### config.mk
export PLATFORM = sky130hd
export DESIGN_NAME = instr_fetch_unit
export DESIGN_NICKNAME = d
export VERILOG_FILES = /design/src/rtl/instr_fetch_unit.sv
export SDC_FILE = /design/constraint.sdc
export NUM_CORES = 1
export LEC_CHECK = 0
export CAP_MARGIN = 15
export CORE_MARGIN = 3
export CORE_UTILIZATION = 45
export CTS_CLUSTER_DIAMETER = 120
export DETAILED_ROUTE_END_ITERATION = 16
export PLACE_DENSITY = 0.86
export REMOVE_ABC_BUFFERS = 1
export SLEW_MARGIN = 20
export SYNTH_ARGS = -nofsm -noshare
export SYNTH_HDL_FRONTEND = slang
export SYNTH_SLANG_ARGS = --single-unit
### constraint.sdc
create_clock -name clock -period 3.2 [get_ports clock]
set_input_delay 0.96 -clock clock [delete_from_list [all_inputs] [get_ports clock]]
set_output_delay 0.96 -clock clock [all_outputs]
set_load 0.03 [all_outputs]
### src/rtl/instr_fetch_unit.sv
// instr_fetch_unit: PC/IR owner and fetch sequencer for the control unit.
// The unit walks IDLE -> FETCH -> DECODE -> EXEC -> FETCH ... and reads words
// from instruction memory with a req/ack handshake. It redirects the PC on
// jump or on a taken branch.
// Optional feature macro: IFU_TIMEOUT_EN. When it is defined, a FETCH that
// waits too long for mem_ack raises a sticky fetch_err and parks in HALT.
module instr_fetch_unit #(
  parameter int INSTR_W = 20,
  parameter int ADDR_W  = 10,
  parameter int OFF_W   = 8,
  parameter logic [ADDR_W-1:0] RESET_PC = '0,
  parameter int TIMEOUT = 15
) (
  input  logic               clock,
  input  logic               reset,
  input  logic               start,
  output logic               mem_req,
  output logic [ADDR_W-1:0]  mem_addr,
  input  logic               mem_ack,
  input  logic [INSTR_W-1:0] mem_rdata,
  output logic [INSTR_W-1:0] ir,
  output logic [3:0]         opcode,
  output logic [ADDR_W-1:0]  pc,
  output logic               instr_valid,
  output logic               ir_we,
  output logic               pc_we,
  input  logic               exec_done,
  input  logic               jump,
  input  logic               branch_taken,
  output logic               fetch_err
);

  typedef enum logic [2:0] {
    S_IDLE   = 3'd0,
    S_FETCH  = 3'd1,
    S_DECODE = 3'd2,
    S_EXEC   = 3'd3,
    S_HALT   = 3'd4
  } state_t;

  state_t              r_state;
  state_t              w_next;
  logic [ADDR_W-1:0]   r_pc;
  logic [INSTR_W-1:0]  r_ir;
  logic                r_mem_req;
  logic                r_pc_we;
  logic                w_ack;
  logic                w_ld_ir;
  logic                w_ld_pc;
  logic                w_timeout_hit;
  logic [ADDR_W-1:0]   w_pc_next;

  // Next PC after the current instruction retires. Jump has priority over a
  // taken branch. The offset is sign-extended to the address width, so the
  // sum wraps modulo 2^ADDR_W by construction.
  function automatic logic [ADDR_W-1:0] next_pc(
    input logic [ADDR_W-1:0]  cur_pc,
    input logic [INSTR_W-1:0] cur_ir,
    input logic               do_jump,
    input logic               do_branch
  );
    logic signed [ADDR_W-1:0] off_sext;
    off_sext = signed'({{(ADDR_W-OFF_W){cur_ir[OFF_W-1]}}, cur_ir[OFF_W-1:0]});
    if (do_jump)
      next_pc = cur_ir[ADDR_W-1:0];
    else if (do_branch)
      next_pc = cur_pc + ADDR_W'(1) + ADDR_W'(off_sext);
    else
      next_pc = cur_pc + ADDR_W'(1);
  endfunction

  // An ack only counts while a request is actually outstanding.
  assign w_ack     = r_mem_req && mem_ack;
  assign w_pc_next = next_pc(r_pc, r_ir, jump, branch_taken);

  // Next-state and strobe decode for the fetch sequencer.
  always_comb begin
    w_next  = r_state;
    w_ld_ir = 1'b0;
    w_ld_pc = 1'b0;
    case (r_state)
      S_IDLE: begin
        if (start) w_next = S_FETCH;
      end
      S_FETCH: begin
        if (w_ack) begin
          w_ld_ir = 1'b1;
          w_next  = S_DECODE;
        end else if (w_timeout_hit) begin
          w_next = S_HALT;
        end
      end
      S_DECODE: begin
        w_next = S_EXEC;
      end
      S_EXEC: begin
        if (exec_done) begin
          w_ld_pc = 1'b1;
          w_next  = S_FETCH;
        end
      end
      S_HALT: begin
        w_next = S_HALT;
      end
      default: begin
        w_next = S_IDLE;
      end
    endcase
  end

  // State, PC, IR and registered strobes. mem_req is registered off the next
  // state, so it rises in the first FETCH cycle together with the new PC.
  always_ff @(posedge clock) begin
    if (reset) begin
      r_state   <= S_IDLE;
      r_pc      <= RESET_PC;
      r_ir      <= '0;
      r_mem_req <= 1'b0;
      r_pc_we   <= 1'b0;
    end else begin
      r_state   <= w_next;
      r_mem_req <= (w_next == S_FETCH);
      r_pc_we   <= w_ld_pc;
      if (w_ld_ir) r_ir <= mem_rdata;
      if (w_ld_pc) r_pc <= w_pc_next;
    end
  end

`ifdef IFU_TIMEOUT_EN
  localparam int CNT_W = $clog2(TIMEOUT + 1);

  logic [CNT_W-1:0] r_wait_cnt;
  logic             r_fetch_err;

  // The last permitted wait cycle is the one the counter enters at
  // TIMEOUT-1. An ack in that cycle still wins over the timeout.
  assign w_timeout_hit = (r_state == S_FETCH) && !w_ack &&
                         (r_wait_cnt == CNT_W'(TIMEOUT - 1));

  // Wait-cycle counter (cleared on entry to FETCH) and sticky error flag.
  always_ff @(posedge clock) begin
    if (reset) begin
      r_wait_cnt  <= '0;
      r_fetch_err <= 1'b0;
    end else begin
      if (r_state != S_FETCH)
        r_wait_cnt <= '0;
      else if (!w_ack)
        r_wait_cnt <= r_wait_cnt + CNT_W'(1);
      if (w_timeout_hit) r_fetch_err <= 1'b1;
    end
  end

  assign fetch_err = r_fetch_err;
`else
  assign w_timeout_hit = 1'b0;
  assign fetch_err     = 1'b0;
`endif

  assign mem_req     = r_mem_req;
  assign mem_addr    = r_pc;
  assign pc          = r_pc;
  assign ir          = r_ir;
  assign opcode      = r_ir[INSTR_W-1 -: 4];
  assign instr_valid = (r_state == S_DECODE);
  assign ir_we       = w_ld_ir && !reset;
  assign pc_we       = r_pc_we;

endmodule

==> results of run 1 <==
==> how the worst max path moves through the flow <==
stage / cells past startpoint / slack, ns / endpoint / startpoint
global placement: 5 / 0.13 / ir_we / mem_ack
floorplan: 3 / 0.15 / ir_we / mem_ack
CTS: 5 / 0.12 / ir_we / mem_ack
global route: 5 / 0.04 / ir_we / mem_ack
detailed placement: 5 / 0.13 / ir_we / mem_ack
finish: 5 / 0.12 / ir_we / mem_ack
==> final cells by class <==
type	instances	area share, %
Timing Repair Buffer	84	27.8
Sequential cell	35	24.0
Inverter	4	0.514
Multi-Input combinational cell	200	42.1
Clock buffer	6	2.83
Clock inverter	2	0.557
Tap cell	52	2.23
==> synthesized netlist by cell type, types with 5 or more instances <==
cell type	instances
buf_4	15
xor2_1	8
nor3_1	8
ha_1	10
dfxtp_1	35
a21o_1	5
clkbuf_1	10
nand3_1	9
nor2_1	19
a211oi_1	6
a21oi_1	32
nand2_1	49
==> per-stage QoR <==
stage,cells,cell area (µm²),hold WS (ns),total power [mW],worst slack (ns)
after floorplan,239,1940,0.475,0.517,0.153
after global placement,375,2820,0.441,0.595,0.131
after detailed placement,375,2820,0.452,0.597,0.126
after CTS,383,2920,0.462,0.946,0.117
after global routing,383,2920,0.478,0.974,0.0379
final,383,2920,0.460,0.940,0.123
==> cells by family after synthesis <==
logic type,Yosys count,synth area share (%)
buffers and inverters,33,8.67
other,1,0.178
AO/OA/AOI/OAI,65,21.0
AND/OR/NAND/NOR,109,24.1
XOR/XNOR,12,4.99
flip-flops,35,33.3
adder cells (fa/ha/maj),11,6.89
multiplexers,2,0.950
==> worst reg2reg max path: stages (launching register included) <==
cell and delay [ns]:
dfxtp_1 0.54, ha_1 0.34, inv_1 0.07, nor2_1 0.15, xor2_1 0.22, ha_1 0.34, a21o_1 0.25, a21o_1 0.18
a21oi_1 0.16, and4_1 0.24, nor3_1 0.06, o31ai_1 0.22
==> registers in the layout, summed over array words and instances (netlist names) <==
register and flops:
pc_we 1, mem_req 1, mem_addr 10, r_state 3
ir 20
==> routing by layer <==
layer  part of all wire (%)  vias up
met2                     49      101
met5                      0        -
met4                    1.9        0
li1                       -     1052
met3                    8.8       13
met1                     41      995
==> report_power, final <==
part           switching [mW]  internal, mW  total [mW]
Clock                   0.176         0.176       0.352
Combinational          0.0685        0.0651       0.134
Sequential            0.00996         0.445       0.455
==> flow_metrics.env, run 1 <==
export IMPL_gr_usage_met3_pct=7.03
export IMPL_io_pins=76
export IMPL_cts_resized=0
export IMPL_hold_depth=2
export IMPL_layout_commonest_cell="clkdlybuf4s50_1"
export IMPL_grt_use_met1_pct=25.2
export IMPL_p_per_area_nw_per_um2=322
export IMPL_utilization_pct=65.7
export IMPL_grt_pass1_vias=2117
export IMPL_synth_top_cell_area_share_pct=33.3
export IMPL_post_route_drc_count=0
export IMPL_numPortBuffers=74
export IMPL_reg2regPathDepth=11
export IMPL_status="completed"
export IMPL_cap_violations=0
export IMPL_cts_sinks=35
export IMPL_synth_top_area_cell="dfxtp_1"
export IMPL_cts_root_buf="clkbuf_8"
export IMPL_yosys_top_cells_area="dfxtp_1 (33%), nand2_1 (8.7%), a21oi_1 (7.6%)"
export IMPL_async_flop_share_pct=0
export IMPL_fin_crit_ns=3.08
export IMPL_path_clk_slew_ns=0.07
export IMPL_first_iter_violations=178
export IMPL_cts_buffers=5
export IMPL_hp_class="flip-flop to flip-flop"
export IMPL_cpLargestDelayFamily="buffers and inverters"
export IMPL_num_nets_final=368
export IMPL_die_h_um=74.4
export IMPL_netlist_instances=268
export IMPL_r2r_end="mem_addr[9]"
export IMPL_finalMaxSlewViolations=0
export IMPL_cts_max_level=2
export IMPL_end_kind="primary output"
export IMPL_critPathMaxStageDelay_ns=0.45
export IMPL_vias_per_cell=5.64
export IMPL_setup_viol=0
export IMPL_tns_ns=0
export IMPL_hold_viol=0
export IMPL_timing_rr_start="mem_addr[0]"
export IMPL_rows=24
export IMPL_final_cell_mix="clkdlybuf4s50_1 (73), nand2_1 (49), dfxtp_1 (35)"
export IMPL_diodes=0
export IMPL_area_delta_synth_final_pct=38.7
export IMPL_cp_required_ns=2.24
export IMPL_layout_area_seq_um2=701
export IMPL_fin_skew_ns=0.00605
export IMPL_drt_first_pass_iters=6
export IMPL_grt_max_degree=38
export IMPL_ys_seq_area_share_pct=33.3
export IMPL_clockBufferDepth=2
export IMPL_rrSetupSlack_ns=0.38
export IMPL_cts_tree="yes"
export IMPL_ys_ff_latch=35
export IMPL_p_leak_nw=1.15
export IMPL_cts_hold_buf=0
export IMPL_routedWlPerCell_um=15.3
export IMPL_rsz0062_at_grt="no"
export IMPL_crit_path_start_kind="input pin"
export IMPL_synth_ff_type="dfxtp_1"
export IMPL_top_usage_layer="met2"
export IMPL_ys_warn_count=0
export IMPL_clk_latency_ns=0.29
export IMPL_slowest_stage="clkdlybuf4s50_1"
export IMPL_routabilityCongestion=0.839
export IMPL_multiInputGateArea_um2=1230
export IMPL_start_util_pct=47.4
export IMPL_cts_setup_buffers=0
export IMPL_die_w_um=74.4
export IMPL_syn_avg_cell_area_um2=7.86
export IMPL_drive_above_1_share_pct=7.85
export IMPL_use_met2_pct=36.6
export IMPL_worstHoldStart="ir[10]"
export IMPL_arrival_ns=2.12
export IMPL_place_detailed_hpwl_um=4170
export IMPL_synth_cell_types=50
export IMPL_grt_usage_pct=21.8
export IMPL_max_freq_mhz=325
export IMPL_grt_pass1_wl_um=9360
export IMPL_worstSetupPathType="input pin to primary output"
export IMPL_synthesis_area_um2=2110
export IMPL_antenna_found_initial=0
export IMPL_grt_ovfl_total=0
export IMPL_critPathMaxFanout=2
export IMPL_min_to="ir[10]"
export IMPL_postRouteAntennaNets=0
export IMPL_finalCritPeriodShare_pct=96.2
export IMPL_crit_buf_inv=2
export IMPL_synth_edff_count=0
export IMPL_die_area_um2=5540
export IMPL_vdd_ir_drop_max_mv=0.261
export IMPL_num_vias=2161
export IMPL_detail_route_wirelength_um=5860
export IMPL_worstPathCellList="clkdlybuf4s50_1 > nand3_1 > or3_1 > nor2_1 > buf_4"
export IMPL_core_area_um2=4440
export IMPL_fillers=395
Power figures use the tool's default switching activity.
==> run 2, diff against run 1 <==
--- a/config.mk
+++ b/config.mk
@@ -6,9 +6,11 @@
 export NUM_CORES = 1
 export LEC_CHECK = 0
 export CAP_MARGIN = 15
+export CORE_ASPECT_RATIO = 0.5
 export CORE_MARGIN = 3
 export CORE_UTILIZATION = 45
 export CTS_CLUSTER_DIAMETER = 120
+export CTS_CLUSTER_SIZE = 24
 export DETAILED_ROUTE_END_ITERATION = 16
 export PLACE_DENSITY = 0.86
 export REMOVE_ABC_BUFFERS = 1
==> flow_metrics.env, run 2 (synthesized netlist as in run 1, its figures left out) <==
export IMPL_status="completed"
export IMPL_grt_ovfl_total=0
export IMPL_start_util_pct=50.4
export IMPL_first_iter_violations=111
export IMPL_path_clk_slew_ns=0.06
export IMPL_cts_tree="yes"
export IMPL_cts_setup_buffers=0
export IMPL_vias_per_cell=5.51
export IMPL_vdd_ir_drop_max_mv=0.360
export IMPL_routabilityCongestion=0.853
export IMPL_core_area_um2=4180
export IMPL_power_frac_clock_pct=36.9
export IMPL_setup_viol=0
export IMPL_worstPathCellList="clkdlybuf4s50_1 > nand3_1 > or3_1 > nor2_1 > buf_4"
export IMPL_die_h_um=54.4
export IMPL_postRouteAntennaNets=0
export IMPL_sw_frac_of_total_pct=24.3
export IMPL_hold_viol=0
export IMPL_cts_hold_buf=0
export IMPL_grt_pass1_vias=1932
export IMPL_end_kind="primary output"
export IMPL_finalCritPeriodShare_pct=96.0
export IMPL_fin_skew_ns=0.00354
export IMPL_cts_root_buf="clkbuf_8"
export IMPL_critPathMaxStageDelay_ns=0.45
export IMPL_comb_power_share_pct=14.3
export IMPL_antenna_found_initial=0
export IMPL_wl_met2_um=2940
export IMPL_place_inst=375
export IMPL_max_freq_mhz=325
export IMPL_multiInputGateArea_um2=1230
export IMPL_diodes=0
export IMPL_die_w_um=103
export IMPL_clk_latency_ns=0.28
export IMPL_area_delta_synth_final_pct=38.1
export IMPL_hp_class="flip-flop to flip-flop"
export IMPL_die_area_um2=5590
export IMPL_p_per_area_nw_per_um2=320
export IMPL_p_leak_nw=1.14
export IMPL_p_seq_share_pct=48.8
export IMPL_grt_max_degree=39
export IMPL_tns_ns=0
export IMPL_cts_sinks=35
export IMPL_slowest_stage="clkdlybuf4s50_1"
export IMPL_num_nets_final=366
export IMPL_wirelength_met1_um=2570
export IMPL_routedWlPerCell_um=15.1
export IMPL_final_cell_mix="clkdlybuf4s50_1 (73), nand2_1 (49), dfxtp_1 (35)"
export IMPL_fin_cells=383
export IMPL_layout_area_seq_um2=701
export IMPL_fillers=320
export IMPL_drt_first_pass_iters=4
export IMPL_cap_violations=0
export IMPL_rsz0062_at_grt="no"
export IMPL_num_vias=2109
export IMPL_io_pins=76
export IMPL_drive_above_1_share_pct=6.99
export IMPL_numPortBuffers=74
export IMPL_place_ws_ns=0.139
export IMPL_largest_reg_flops=20
export IMPL_cts_resized=0
export IMPL_route_met3_wl_um=263
export IMPL_top_layer="met4"
export IMPL_crit_path_start_kind="input pin"
export IMPL_cts_max_level=2
export IMPL_internal_power_mw=0.706
export IMPL_cts_buffers=5
export IMPL_fin_crit_ns=3.07
export IMPL_arrival_ns=2.11
export IMPL_layout_commonest_cell="clkdlybuf4s50_1"
export IMPL_grt_pass1_wl_um=9240
export IMPL_cp_required_ns=2.24
export IMPL_critPathMaxFanout=2
export IMPL_clockBufferDepth=2
export IMPL_place_detailed_hpwl_um=4400
export IMPL_p_sw_mw=0.226
export IMPL_setup_ws_ns=0.128
export IMPL_detail_route_wirelength_um=5790
export IMPL_worstSetupPathType="input pin to primary output"
export IMPL_finalMaxSlewViolations=0
export IMPL_crit_buf_inv=2
export IMPL_grt_usage_pct=21.0
export IMPL_cpLargestDelayFamily="buffers and inverters"
export IMPL_post_route_drc_count=0
export IMPL_rows=16
## run 2: through the flow
| stage | utilization, % | power, mW | hold WS [ns] | cell area, µm² |
|---|---|---|---|---|
| global placement | 67.2 | 0.594 | 0.441 | 2810 |
| CTS | 69.6 | 0.939 | 0.457 | 2910 |
| global route | 69.6 | 0.966 | 0.492 | 2910 |
| floorplan | - | 0.517 | 0.475 | 1940 |
| finish | 69.6 | 0.932 | 0.456 | 2910 |
| detailed placement | 67.2 | 0.597 | 0.447 | 2810 |
## run 2: per-layer routing
layer | track usage [%] | vias up
met5 | 0 | -
met4 | 4.30 | 0
met3 | 4.83 | 2
met2 | 37.3 | 52
met1 | 26.8 | 1008
li1 | - | 1047
## run 2: worst reg2reg max path, stage by stage (launching register included)
cell,delay (ns)
dfxtp_1,0.47
ha_1,0.30
inv_1,0.06
nor2_1,0.12
xor2_1,0.21
ha_1,0.34
a21o_1,0.24
a21o_1,0.18
a21oi_1,0.17
and4_1,0.24
nor3_1,0.06
o31ai_1,0.24
## run 2: worst paths after layout
kind,startpoint,to,slack (ns),cells past startpoint
setup reg to reg,mem_addr[1],mem_addr[9],0.48,11
hold / removal,ir[11],ir[11],0.46,2
hold reg to reg,ir[11],ir[11],0.46,2
setup / recovery,mem_ack,ir_we,0.13,5
## run 2: power groups by stage
stage	registers (mW)	logic, mW	clock network (mW)
after floorplan	0.481	0.0360	0
after global placement	0.464	0.130	0
after detailed placement	0.465	0.132	0
after CTS	0.455	0.133	0.351
after global routing	0.457	0.143	0.366
final	0.455	0.133	0.344
## run 2: final cells by class
class	instances	share of cell area, %
multi-input combinational	200	42.2
timing repair buffer	82	27.4
sequential	35	24.1
clock buffer	8	3.44
tap	54	2.32
inverter	4	0.516
